--- src/rtl/debounce_pkg.sv ---
// rtl/debounce_pkg.sv - shared state encoding and defaults for input debouncers
package debounce_pkg;

  // bit1 of every state is the debounced level, so Q_STABLE is a direct tap
  typedef enum logic [1:0] {
    ST_IDLE_LOW  = 2'b00,
    ST_WAIT_HIGH = 2'b01,
    ST_IDLE_HIGH = 2'b11,
    ST_WAIT_LOW  = 2'b10
  } state_e;

  // 20 ms at 50 MHz
  localparam int DEFAULT_DEBOUNCE_CYCLES = 1000000;

endpackage

--- src/rtl/sync_chain.sv ---
// rtl/sync_chain.sv - plain flop shift chain bringing an async input into the clock domain
module sync_chain #(
  parameter int STAGES = 2
) (
  input  logic clk_i,
  input  logic rst_i,
  input  logic d_i,
  output logic q_o
);

  logic [STAGES-1:0] chain_q;

  // Shift the raw input through STAGES flops; no logic between stages
  always_ff @(posedge clk_i) begin
    if (rst_i) begin
      chain_q <= '0;
    end else begin
      chain_q <= {chain_q[STAGES-2:0], d_i};
    end
  end

  assign q_o = chain_q[STAGES-1];

endmodule

--- src/rtl/key_debounce_edge.sv ---
// rtl/key_debounce_edge.sv - synchronise, debounce and edge-detect a bouncy input
module key_debounce_edge
  import debounce_pkg::*;
#(
  parameter int DEBOUNCE_CYCLES = DEFAULT_DEBOUNCE_CYCLES,
  parameter int SYNC_STAGES     = 2
) (
  input  logic CLK,
  input  logic RST,
  input  logic D_RAW,
  output logic Q_STABLE,
  output logic RISE,
  output logic FALL,
  output logic BUSY
);

  localparam int CNT_W = $clog2(DEBOUNCE_CYCLES + 1);
  localparam logic [CNT_W-1:0] CNT_LAST = CNT_W'(DEBOUNCE_CYCLES - 1);
  localparam logic [CNT_W-1:0] CNT_ONE  = CNT_W'(1);

  logic             s;
  state_e           state_q, state_d;
  logic [CNT_W-1:0] cnt_q, cnt_d;
  logic             rise_q, rise_d;
  logic             fall_q, fall_d;
  logic             busy_q, busy_d;

  sync_chain #(
    .STAGES(SYNC_STAGES)
  ) u_sync (
    .clk_i(CLK),
    .rst_i(RST),
    .d_i  (D_RAW),
    .q_o  (s)
  );

  // Next state: a candidate level must be seen DEBOUNCE_CYCLES times in a row
  always_comb begin
    state_d = state_q;
    cnt_d   = cnt_q;
    rise_d  = 1'b0;
    fall_d  = 1'b0;
    unique case (state_q)
      ST_IDLE_LOW: begin
        if (s) begin
          state_d = ST_WAIT_HIGH;
          cnt_d   = CNT_ONE;
        end else begin
          cnt_d = '0;
        end
      end
      ST_WAIT_HIGH: begin
        if (!s) begin
          state_d = ST_IDLE_LOW;
          cnt_d   = '0;
        end else if (cnt_q == CNT_LAST) begin
          state_d = ST_IDLE_HIGH;
          rise_d  = 1'b1;
          cnt_d   = '0;
        end else begin
          cnt_d = cnt_q + CNT_ONE;
        end
      end
      ST_IDLE_HIGH: begin
        if (!s) begin
          state_d = ST_WAIT_LOW;
          cnt_d   = CNT_ONE;
        end else begin
          cnt_d = '0;
        end
      end
      ST_WAIT_LOW: begin
        if (s) begin
          state_d = ST_IDLE_HIGH;
          cnt_d   = '0;
        end else if (cnt_q == CNT_LAST) begin
          state_d = ST_IDLE_LOW;
          fall_d  = 1'b1;
          cnt_d   = '0;
        end else begin
          cnt_d = cnt_q + CNT_ONE;
        end
      end
      default: begin
        state_d = ST_IDLE_LOW;
        cnt_d   = '0;
      end
    endcase
    busy_d = (state_d == ST_WAIT_HIGH) || (state_d == ST_WAIT_LOW);
  end

  // State, counter and registered pulses; reset wins over a same-cycle terminal hit
  always_ff @(posedge CLK) begin
    if (RST) begin
      state_q <= ST_IDLE_LOW;
      cnt_q   <= '0;
      rise_q  <= 1'b0;
      fall_q  <= 1'b0;
      busy_q  <= 1'b0;
    end else begin
      state_q <= state_d;
      cnt_q   <= cnt_d;
      rise_q  <= rise_d;
      fall_q  <= fall_d;
      busy_q  <= busy_d;
    end
  end

  assign Q_STABLE = state_q[1];
  assign RISE     = rise_q;
  assign FALL     = fall_q;
  assign BUSY     = busy_q;

endmodule

--- config.mk ---
export PLATFORM = sky130hd
export DESIGN_NAME = key_debounce_edge
export DESIGN_NICKNAME = d
export VERILOG_FILES = /design/src/rtl/debounce_pkg.sv /design/src/rtl/sync_chain.sv /design/src/rtl/key_debounce_edge.sv
export SDC_FILE = /design/constraint.sdc
export NUM_CORES = 1
export LEC_CHECK = 0
export ABC_AREA = 1
export CAP_MARGIN = 40
export CORE_MARGIN = 2
export CORE_UTILIZATION = 52
export DETAILED_ROUTE_END_ITERATION = 8
export GPL_TIMING_DRIVEN = 0
export PLACE_DENSITY = 0.73
export SYNTH_ARGS = -nofsm -noshare
export SYNTH_HDL_FRONTEND = slang
export SYNTH_HIERARCHICAL = 1
export SYNTH_SLANG_ARGS = --single-unit
--- constraint.sdc ---
create_clock -name CLK -period 1.3 [get_ports CLK]
set_input_delay 0.26 -clock CLK [delete_from_list [all_inputs] [get_ports CLK]]
set_output_delay 0.26 -clock CLK [all_outputs]
set_load 0.1 [all_outputs]
==> impl_metrics.yaml <==
outcome:
  outcome: "finished with violations"
  violations: "setup timing"
floorplanning:
  die_area_mm2: 0.002981
  num_rows: 18
  die_y_um: 54.60
  pin_count: 7
  die_w_um: 54.60
  start_util: 0.5423
  core_mm2: 0.002455
synth:
  ys_seq_area_frac: 0.4060
  synth_fp_nets: 191
  synthArstFlopShare: 0
  yosysMostFrequentCell: "nor2_1"
  synth_top_area_cell: "dfxtp_1"
  synth_common_cells: "nor2_1, nand2_1, dfxtp_1"
  yosysTopAreaCellShare: 0.4060
  synth_cells: 187
  synth_area_mm2: 0.001331
  synth_edf_count: 0
  synth_cell_type_count: 25
  ys_warn_count: 6
  syn_avg_cell_area_um2: 7.119
  ys.flop_type: "dfxtp_1"
  synth.area.top_cells: "dfxtp_1, nor2_1, nand2_1, inv_1, xor2_1"
  ys_ff_latch: 27
global_route:
  grt_use_met2: 0.3611
  grt.busiest_layer: "met2"
  grt_pass1_wl_mm: 4.574
  grt_use_total: 0.2176
  met3_usage: 0.02459
  use_met1: 0.2799
  grt.overflow.total: 0
  grt_pass1_vias: 1069
  antenna_found_initial: 0
  grt_max_degree: 16
sta:
  setup_tns_ns: -3.466
  setup_ws_ns: -0.2098
  fin_crit_ns: 1.510
  fmax_mhz: 662.3
  slew_viol_final: 0
  worstMarginPinSlew_ns: 0.2695
  hold_viol: 0
  worst_clock_skew_ns: 0.01333
  final-setup-viol-count: 22
  min_period_over_period: 1.161
  rsz0062_at_grt: "true"
  slew_headroom: 0.8190
cells_and_area:
  stdcell_count: 246
  fin_util: 0.7554
  postLayoutCellArea_mm2: 0.001854
  area_growth_pct: 39.29
  register_area_um2: 564.3
  drive_above_1_share: 0.3889
  antenna_cells: 0
  multi_input_area_um2: 838.3
  fillers: 169
  layout.nets: 221
setup_path:
  slowest_stage: "dfxtp_4"
  path_class: "flop to flop"
  endpoint_kind: "flop"
  path_max_fanout: 4
  cp.required_ns: 1.57
  slowest_delay_ns: 0.39
  start_kind: "flop"
  path_cells: "ha_4 -> nand3_4 -> buf_4 -> nor3_2 -> nand4_1 -> nand2_1 -> nor3b_1"
  cp_data_arrival_time_ns: 1.78
clocking:
  tritoncts: "built"
  cts_max_path_buffers: 2
  clkLatencyLatePin_ns: 0.34
  clk_pin_slew_ns: 0.15
  cts.sinks: 27
  cts.htree.levels: 1
  root_buffer: "clkbuf_4"
  numCtsBuffers: 3
detailed_routing:
  vias: 1272
  dr.pass1.iters: 4
  ant_nets: 0
  routed_wl_mm: 3.400
  drc: 0
  dr.first_iter.drc_count: 32
  wire_per_inst_um: 13.82
  viasPerCell: 5.171
power:
  power_density_mw_per_mm2: 666.0
  ir_drop_v: 0.0007633
  p_leak_uw: 0.0007156
place:
  dp_worst_setup_slack_ns: -0.1671
  hpwlAfterDp_mm: 2.045
  placed_area_mm2: 0.001543
  io_buffers: 6
  dp_cells: 227
  gp_congestion: 0.8243
job:
  cap_violations: 0
min_path:
  hp-class: "flop to flop"
[kinds of logic (layout without fill, tap and decap cells)]
group	count (synthesis)	in the layout	share of synthesized area
AOI/OAI and AO/OA	7	7	0.02631
xor gates and xnor gates	10	10	0.06579
adders and majority gates	1	1	0.009397
buffers and inverters	29	58	0.08740
DFF	27	27	0.4060
and+or+nand+nor	113	113	0.4051
[area by class of cell]
class,instances,area share
inverters,28,0.06073
clock buffers,3,0.01215
flip-flops and latches,27,0.3043
well taps,30,0.02024
repair buffers,25,0.1417
clock inverters,1,0.002699
multi-input cells,131,0.4521
plain buffers,1,0.006073
[layout by cell type, fill, tap and decap left out, drive strengths merged]
master         netlist  routed
or2                  1       1
clkdlybuf4s50        0       2
clkbuf               0       3
o21ai                2       2
ha                   1       1
a21oi                5       5
inv                 27      27
nand4                4       4
nand2               38      38
buf                  1      24
xnor2                3       3
nor3b                2       2
nand3               14      14
nor3                11      11
xor2                 7       7
clkinv               1       2
nor2                43      43
dfxtp               27      27
[worst max-delay path: cells and delay by family, from the launching register on]
kind                     cells  cell delay (ns)
AND/OR/NAND/NOR              5             0.75
buffers and inverters        1             0.16
flip-flops                   1             0.39
adder cells (fa/ha/maj)      1             0.15
[sequential cells by signal, summed over array words and instances (netlist names)]
signal,flops
cnt_q,20
state_q,2
u_sync/chain_q,2
BUSY,1
FALL,1
RISE,1
[final timing paths]
kind                            slack, ns                         start  cells past startpoint                            to
worst max-delay path                -0.21           cnt_q[1]$_SDFF_PP0_                      7          cnt_q[16]$_SDFF_PP0_
worst min-delay path                 0.41  u_sync/chain_q[0]$_SDFF_PP0_                      2  u_sync/chain_q[1]$_SDFF_PP0_
worst min register to register       0.41  u_sync/chain_q[0]$_SDFF_PP0_                      2  u_sync/chain_q[1]$_SDFF_PP0_
worst max register to register      -0.21           cnt_q[1]$_SDFF_PP0_                      7          cnt_q[16]$_SDFF_PP0_
[power breakdown]
part	internal (uW)	total, uW	switching [uW]	leakage, uW
combinational	14.9	37.3	22.3	0.000473
clock	116	370	254	0.0000177
sequential	825	828	3.14	0.000225
total	955	1230	280	0.000716
[timing repair]
action / CTS / global route
setup buffers: 11 / 7
cloned: 1 / 0
resized for setup: 24 / 29
pin swaps: 12 / 20
setup endpoints to repair: 25 / 22
hold buffers: 0 / 0
[metrics by stage]
step	hold slack (ns)	power [uW]
2_1_floorplan	0.3194	870.1
3_3_place_gp	0.3939	881.8
3_5_place_dp	0.3931	885.7
4_1_cts	0.4122	1236
5_1_grt	0.4321	1271
6_report	0.4107	1235
[metal layers]
layer  share of wire  up-vias
met1            0.41      591
met2            0.52       35
met4           0.021        0
met5               0        -
met3           0.046        7
li1                -      639
No activity file was read; power rests on OpenSTA's default activity.
